--- src/rtl/cache_refill_ctrl.sv ---
// Miss handler for the 4-set, 2-way data cache: optional dirty write-back, single-word refill, one-cycle fill.
// Defining CACHE_WRITEBACK_EN builds the WB phase; left undefined, every miss is a plain read (write-through cache).
module cache_refill_ctrl #(
   parameter int DATA_WIDTH = 32,
   parameter int TAG_W      = 27,
   parameter int SET_W      = 2
) (
   input  logic                  clk,
   input  logic                  rst_n,
   input  logic                  miss_valid,
   input  logic [DATA_WIDTH-1:0] miss_addr,
   input  logic                  evict_dirty,
   input  logic [DATA_WIDTH-1:0] evict_addr,
   input  logic [DATA_WIDTH-1:0] evict_data,
   output logic                  stall,
   output logic                  fill_valid,
   output logic [SET_W-1:0]      fill_set,
   output logic [TAG_W-1:0]      fill_tag,
   output logic [DATA_WIDTH-1:0] fill_data,
   output logic                  mem_req,
   output logic                  mem_we,
   output logic [DATA_WIDTH-1:0] mem_addr,
   output logic [DATA_WIDTH-1:0] mem_wdata,
   input  logic                  mem_ack,
   input  logic [DATA_WIDTH-1:0] mem_rdata
);

   typedef enum logic [1:0] {IDLE, WB, RD, FILL} state_t;

   state_t                state;
   logic [DATA_WIDTH-1:2] miss_word;
   logic                  unused_bits;

   function automatic logic [DATA_WIDTH-1:0] word_addr(input logic [DATA_WIDTH-1:2] w);
      return {w, 2'b00};
   endfunction

   // Byte-offset bits never reach memory; evict ports are dead without the write-back phase.
`ifdef CACHE_WRITEBACK_EN
   assign unused_bits = ^{miss_addr[1:0], evict_addr[1:0]};
`else
   assign unused_bits = ^{miss_addr[1:0], evict_dirty, evict_addr, evict_data};
`endif

   assign stall = miss_valid || (state != IDLE);

   always_ff @(posedge clk) begin
      if (!rst_n) begin
         state      <= IDLE;
         miss_word  <= '0;
         mem_req    <= 1'b0;
         mem_we     <= 1'b0;
         mem_addr   <= '0;
         mem_wdata  <= '0;
         fill_valid <= 1'b0;
         fill_set   <= '0;
         fill_tag   <= '0;
         fill_data  <= '0;
      end else begin
         fill_valid <= 1'b0;
         case (state)
            IDLE: begin
               if (miss_valid) begin
                  miss_word <= miss_addr[DATA_WIDTH-1:2];
                  mem_req   <= 1'b1;
`ifdef CACHE_WRITEBACK_EN
                  if (evict_dirty) begin
                     state     <= WB;
                     mem_we    <= 1'b1;
                     mem_addr  <= word_addr(evict_addr[DATA_WIDTH-1:2]);
                     mem_wdata <= evict_data;
                  end else begin
                     state    <= RD;
                     mem_we   <= 1'b0;
                     mem_addr <= word_addr(miss_addr[DATA_WIDTH-1:2]);
                  end
`else
                  state    <= RD;
                  mem_we   <= 1'b0;
                  mem_addr <= word_addr(miss_addr[DATA_WIDTH-1:2]);
`endif
               end
            end
`ifdef CACHE_WRITEBACK_EN
            WB: begin
               // Read request follows the write ack back-to-back, mem_req never drops.
               if (mem_ack) begin
                  state    <= RD;
                  mem_we   <= 1'b0;
                  mem_addr <= word_addr(miss_word);
               end
            end
`endif
            RD: begin
               if (mem_ack) begin
                  state      <= FILL;
                  mem_req    <= 1'b0;
                  fill_valid <= 1'b1;
                  fill_data  <= mem_rdata;
                  fill_set   <= miss_word[SET_W+2:3];
                  fill_tag   <= miss_word[DATA_WIDTH-1:SET_W+3];
               end
            end
            FILL: state <= IDLE;
            default: state <= IDLE;
         endcase
      end
   end

endmodule

--- config.mk ---
export PLATFORM = sky130hd
export DESIGN_NAME = cache_refill_ctrl
export DESIGN_NICKNAME = d
export VERILOG_FILES = /design/src/rtl/cache_refill_ctrl.sv
export SDC_FILE = /design/constraint.sdc
export NUM_CORES = 1
export LEC_CHECK = 0
export BUFFER_PORTS_ARGS = -buffer_cell sky130_fd_sc_hd__buf_4
export CAP_MARGIN = 20
export CORE_AREA = 2 2 102 104
export DETAILED_ROUTE_END_ITERATION = 8
export DIE_AREA = 0 0 104 106
export PLACE_DENSITY_LB_ADDON = 0.12
export SLEW_MARGIN = 5
export SYNTH_ARGS = -nofsm -noshare
export SYNTH_HDL_FRONTEND = slang
export SYNTH_SLANG_ARGS = --single-unit
--- constraint.sdc ---
create_clock -name clk -period 2.6 [get_ports clk]
set_input_delay 0.13 -clock clk [delete_from_list [all_inputs] [get_ports clk]]
set_output_delay 0.13 -clock clk [all_outputs]
set_load 0.02 [all_outputs]
==> results.md <==
- Result of the run: completed
- Core ar.: 10000 um2
- Number of placement rows: 37
- FF+latch area: 1900 um2
- Clock tree from TritonCTS: yes
- Count of cell types in the netlist: 26
- Setup fix buffers added after clock tree synthesis: 0
- Count of yosys warnings during synthesis: 0
- Number of synthesized register bits: 95
- Cell depth of the worst min-delay path: 3
- First-pass GRT wire length: 15600 um
- Sw Ratio: 26.4%
- Post-synthesis area per instance: 8.94 um2
- Number of buffers inserted during clock tree synthesis: 9
- Flop pwr share: 50.0%
- Overall routed net length: 9810 um
- Required time of the critical path: 2.84 ns
- Combinational cell fraction of total power: 17.7%
- Type of the worst setup path: flop to flop
- TritonCTS sink count: 95
- Total leakage power: 0.00260 uW
- Crit start category: flop
- Worst setup EP type: flop
- 1st-iter DRT viols: 135
- Most used flip-flop cell after synthesis: sky130_fd_sc_hd__dfxtp_1
- Power per cell area: 550 nW/um2
- Fraction of registers with async set/reset: 0%
- Register-to-register setup slack: 0.83 ns
- Hold/Removal Path Class: input pin to flop
- Final worst-path cycle share: 67.9%
- Boundary pin count: 262
- CTS clk-pin slew, worst paths: 0.09 ns
- Number of vias per cell after detailed routing: 4.53
- Summed instance area of the synthesized netlist: 3800 um2
- Layout area overhead: 48.6%
- Maximum achievable frequency: 566 MHz
- Number of enable-type register cells in the synthesized netlist: 0
- Worst vdd ir: 312 uV
- DIE HEIGHT: 106 um
- Maximum buffer depth of the clock tree: 2
- Antenna-violating nets left: 0
- Seq/Total Area, Yosys: 50.1%
- Net count of the finished layout: 761
- PostCTS Resize Cnt: 0
- Hold path startpoint: miss_valid
- Startpoint of the most critical setup path: state[0]
- Total negative slack for setup checks: 0 ns
- Horizontal extent of the die: 104 um
- Worst min-delay path endpoint: state[1]
- Hold bufs inserted after CTS: 62
- Total global routing track utilization: 17.4%
- Placed Area: 4810 um2
- Detailed-routing iteration count for the pre-antenna-repair pass: 4
- Slew @ Worst Pin: 0.730 ns
- Final hold violation count: 0
- Initial antenna violation count: 0
- Worst Reg-to-Reg Cells: 4
- Total die area: 11000 um2
- Max Cap Viol: 0
- Endpoint of the worst-slack reg-to-reg timing path: fill_tag[18]
- Routability cong.: 0.706
- Master cell of the clock root buffer: sky130_fd_sc_hd__clkbuf_8
- Remaining routing DRC violations: 0
- Clock share of power: 32.3%
- Clock insertion delay at the later pin of the skew report: 0.35 ns
- Final non-filler cell area: 5640 um2
- Internal Pwr Total: 2280 uW
- GRT overflow: 0
- Effective utilization at floorplan: 38.0%
- Pin count of the biggest net entering global routing: 61
- Fraction of layout cells with a size suffix above 1: 32.1%
- H-tree depth reported by CTS: 3
- Switching pwr: 819 uW
- Max_slew headroom: 51.2%
- Minimum clock period: 1.77 ns
- Total vias in the final route: 3484
- Count of buffers from port buffering: 159
- Worst Path Arrival: 2.00 ns
- Combined area of the multi-input logic cells: 1450 um2
- Largest driver fanout on the critical path: 23
- Unrepaired setup endpoints after global routing: no
- Wire per inst: 12.8 um
- Final setup viols: 0
- Vias in the first global route: 3253
- Count of final max-slew check failures: 0
- Estimated wirelength of the detail-placed design: 6170 um
- Origin of the critical flop-to-flop path: state[0]
- Clk_skew: 0.00474 ns
- Number of standard cells after synthesis: 425
- FILL cells: 941
- Number of antenna cells inserted: 0
registers in the layout (all words and copies together), names as in the netlist:
name        count
fill_set        2
fill_tag       27
mem_req         1
mem_addr       30
fill_data      32
fill_valid      1
state           2
kinds of logic after synthesis:
| family | after synthesis | share of synthesized area [%] |
|---|---|---|
| buf+inv | 73 | 15.1 |
| flops | 95 | 50.1 |
| simple gates | 194 | 25.6 |
| other cells | 1 | 0.0987 |
| compound gates | 62 | 9.19 |
layout make-up:
type / instances / area share, %
clock buffer: 13 / 2.99
clock inverter: 3 / 0.710
inverter: 1 / 0.0665
multi-input combinational: 291 / 25.7
sequential: 95 / 33.7
tap: 136 / 3.02
timing repair buffer: 230 / 33.8
layout by cell type, fill, tap and decap left out, types with 9 or more instances in the layout:
| cell type | Yosys | routed |
|---|---|---|
| sky130_fd_sc_hd__conb_1 | 1 | 35 |
| sky130_fd_sc_hd__o21ai_1 | 11 | 11 |
| sky130_fd_sc_hd__clkbuf_8 | 0 | 12 |
| sky130_fd_sc_hd__dlygate4sd3_1 | 0 | 62 |
| sky130_fd_sc_hd__buf_4 | 42 | 166 |
| sky130_fd_sc_hd__nand3_1 | 113 | 113 |
| sky130_fd_sc_hd__o21ai_2 | 9 | 9 |
| sky130_fd_sc_hd__dfxtp_1 | 95 | 95 |
| sky130_fd_sc_hd__nand2_1 | 62 | 62 |
| sky130_fd_sc_hd__o21ai_0 | 40 | 40 |
| sky130_fd_sc_hd__nand3_2 | 10 | 10 |
power groups by stage:
stage | logic, uW | registers, uW | clock network (uW)
after floorplan | 258 | 1660 | 0
after global placement | 470 | 1580 | 0
after detailed placement | 475 | 1590 | 0
after CTS | 551 | 1550 | 1050
after global routing | 593 | 1560 | 1100
final | 551 | 1550 | 1000
synth_stat cells (2+ instances only):
| library cell | number | area share (%) |
|---|---|---|
| sky130_fd_sc_hd__clkbuf_2 | 3 | 0.40 |
| sky130_fd_sc_hd__nand2_1 | 62 | 6.1 |
| sky130_fd_sc_hd__nand3_2 | 10 | 2.6 |
| sky130_fd_sc_hd__dfxtp_1 | 95 | 50 |
| sky130_fd_sc_hd__o21ai_2 | 9 | 2.1 |
| sky130_fd_sc_hd__and2_1 | 2 | 0.33 |
| sky130_fd_sc_hd__o21ai_1 | 11 | 1.4 |
| sky130_fd_sc_hd__buf_4 | 42 | 8.3 |
| sky130_fd_sc_hd__buf_8 | 3 | 1.2 |
| sky130_fd_sc_hd__buf_2 | 10 | 1.3 |
| sky130_fd_sc_hd__nand3_1 | 113 | 15 |
| sky130_fd_sc_hd__o21ai_0 | 40 | 5.3 |
| sky130_fd_sc_hd__clkbuf_1 | 3 | 0.30 |
| sky130_fd_sc_hd__buf_6 | 10 | 3.0 |
metal layers:
| metal | part of all wire, % | vias to the layer above | routed length (um) | global-route usage, % |
|---|---|---|---|---|
| li1 | - | 1784 | - | - |
| met1 | 45 | 1564 | 4440 | 22.2 |
| met2 | 46 | 122 | 4470 | 27.2 |
| met3 | 7.3 | 14 | 719 | 5.15 |
| met4 | 1.8 | 0 | 181 | 7.82 |
| met5 | 0 | - | 0 | 0 |
metrics by stage:
step / hold WS, ns / setup slack (ns) / utilization, % / instances / total power, uW
2_1_floorplan: 0.247 / 1.52 / - / 459 / 1920
3_3_place_gp: 0.337 / 0.875 / 48.1 / 691 / 2050
3_5_place_dp: 0.346 / 0.827 / 48.1 / 691 / 2060
4_1_cts: 0.0526 / 0.811 / 56.4 / 769 / 3160
5_1_grt: 0.0746 / 0.643 / 56.4 / 769 / 3260
6_report: 0.0787 / 0.835 / 56.4 / 769 / 3100
critical path, cell delays in order, from the launching register on:
cell                       delay [ns]
sky130_fd_sc_hd__dfxtp_1         0.38
sky130_fd_sc_hd__nand3b_1        0.61
sky130_fd_sc_hd__buf_4           0.45
sky130_fd_sc_hd__nand3_1         0.13
sky130_fd_sc_hd__o21ai_2         0.06
worst max path at each step:
stage                     to
6_report        fill_tag[18]
5_1_grt          fill_tag[2]
3_5_place_dp    fill_tag[25]
2_1_floorplan  fill_data[11]
3_3_place_gp     fill_tag[2]
4_1_cts         fill_tag[25]
Power figures use the tool's default switching activity.
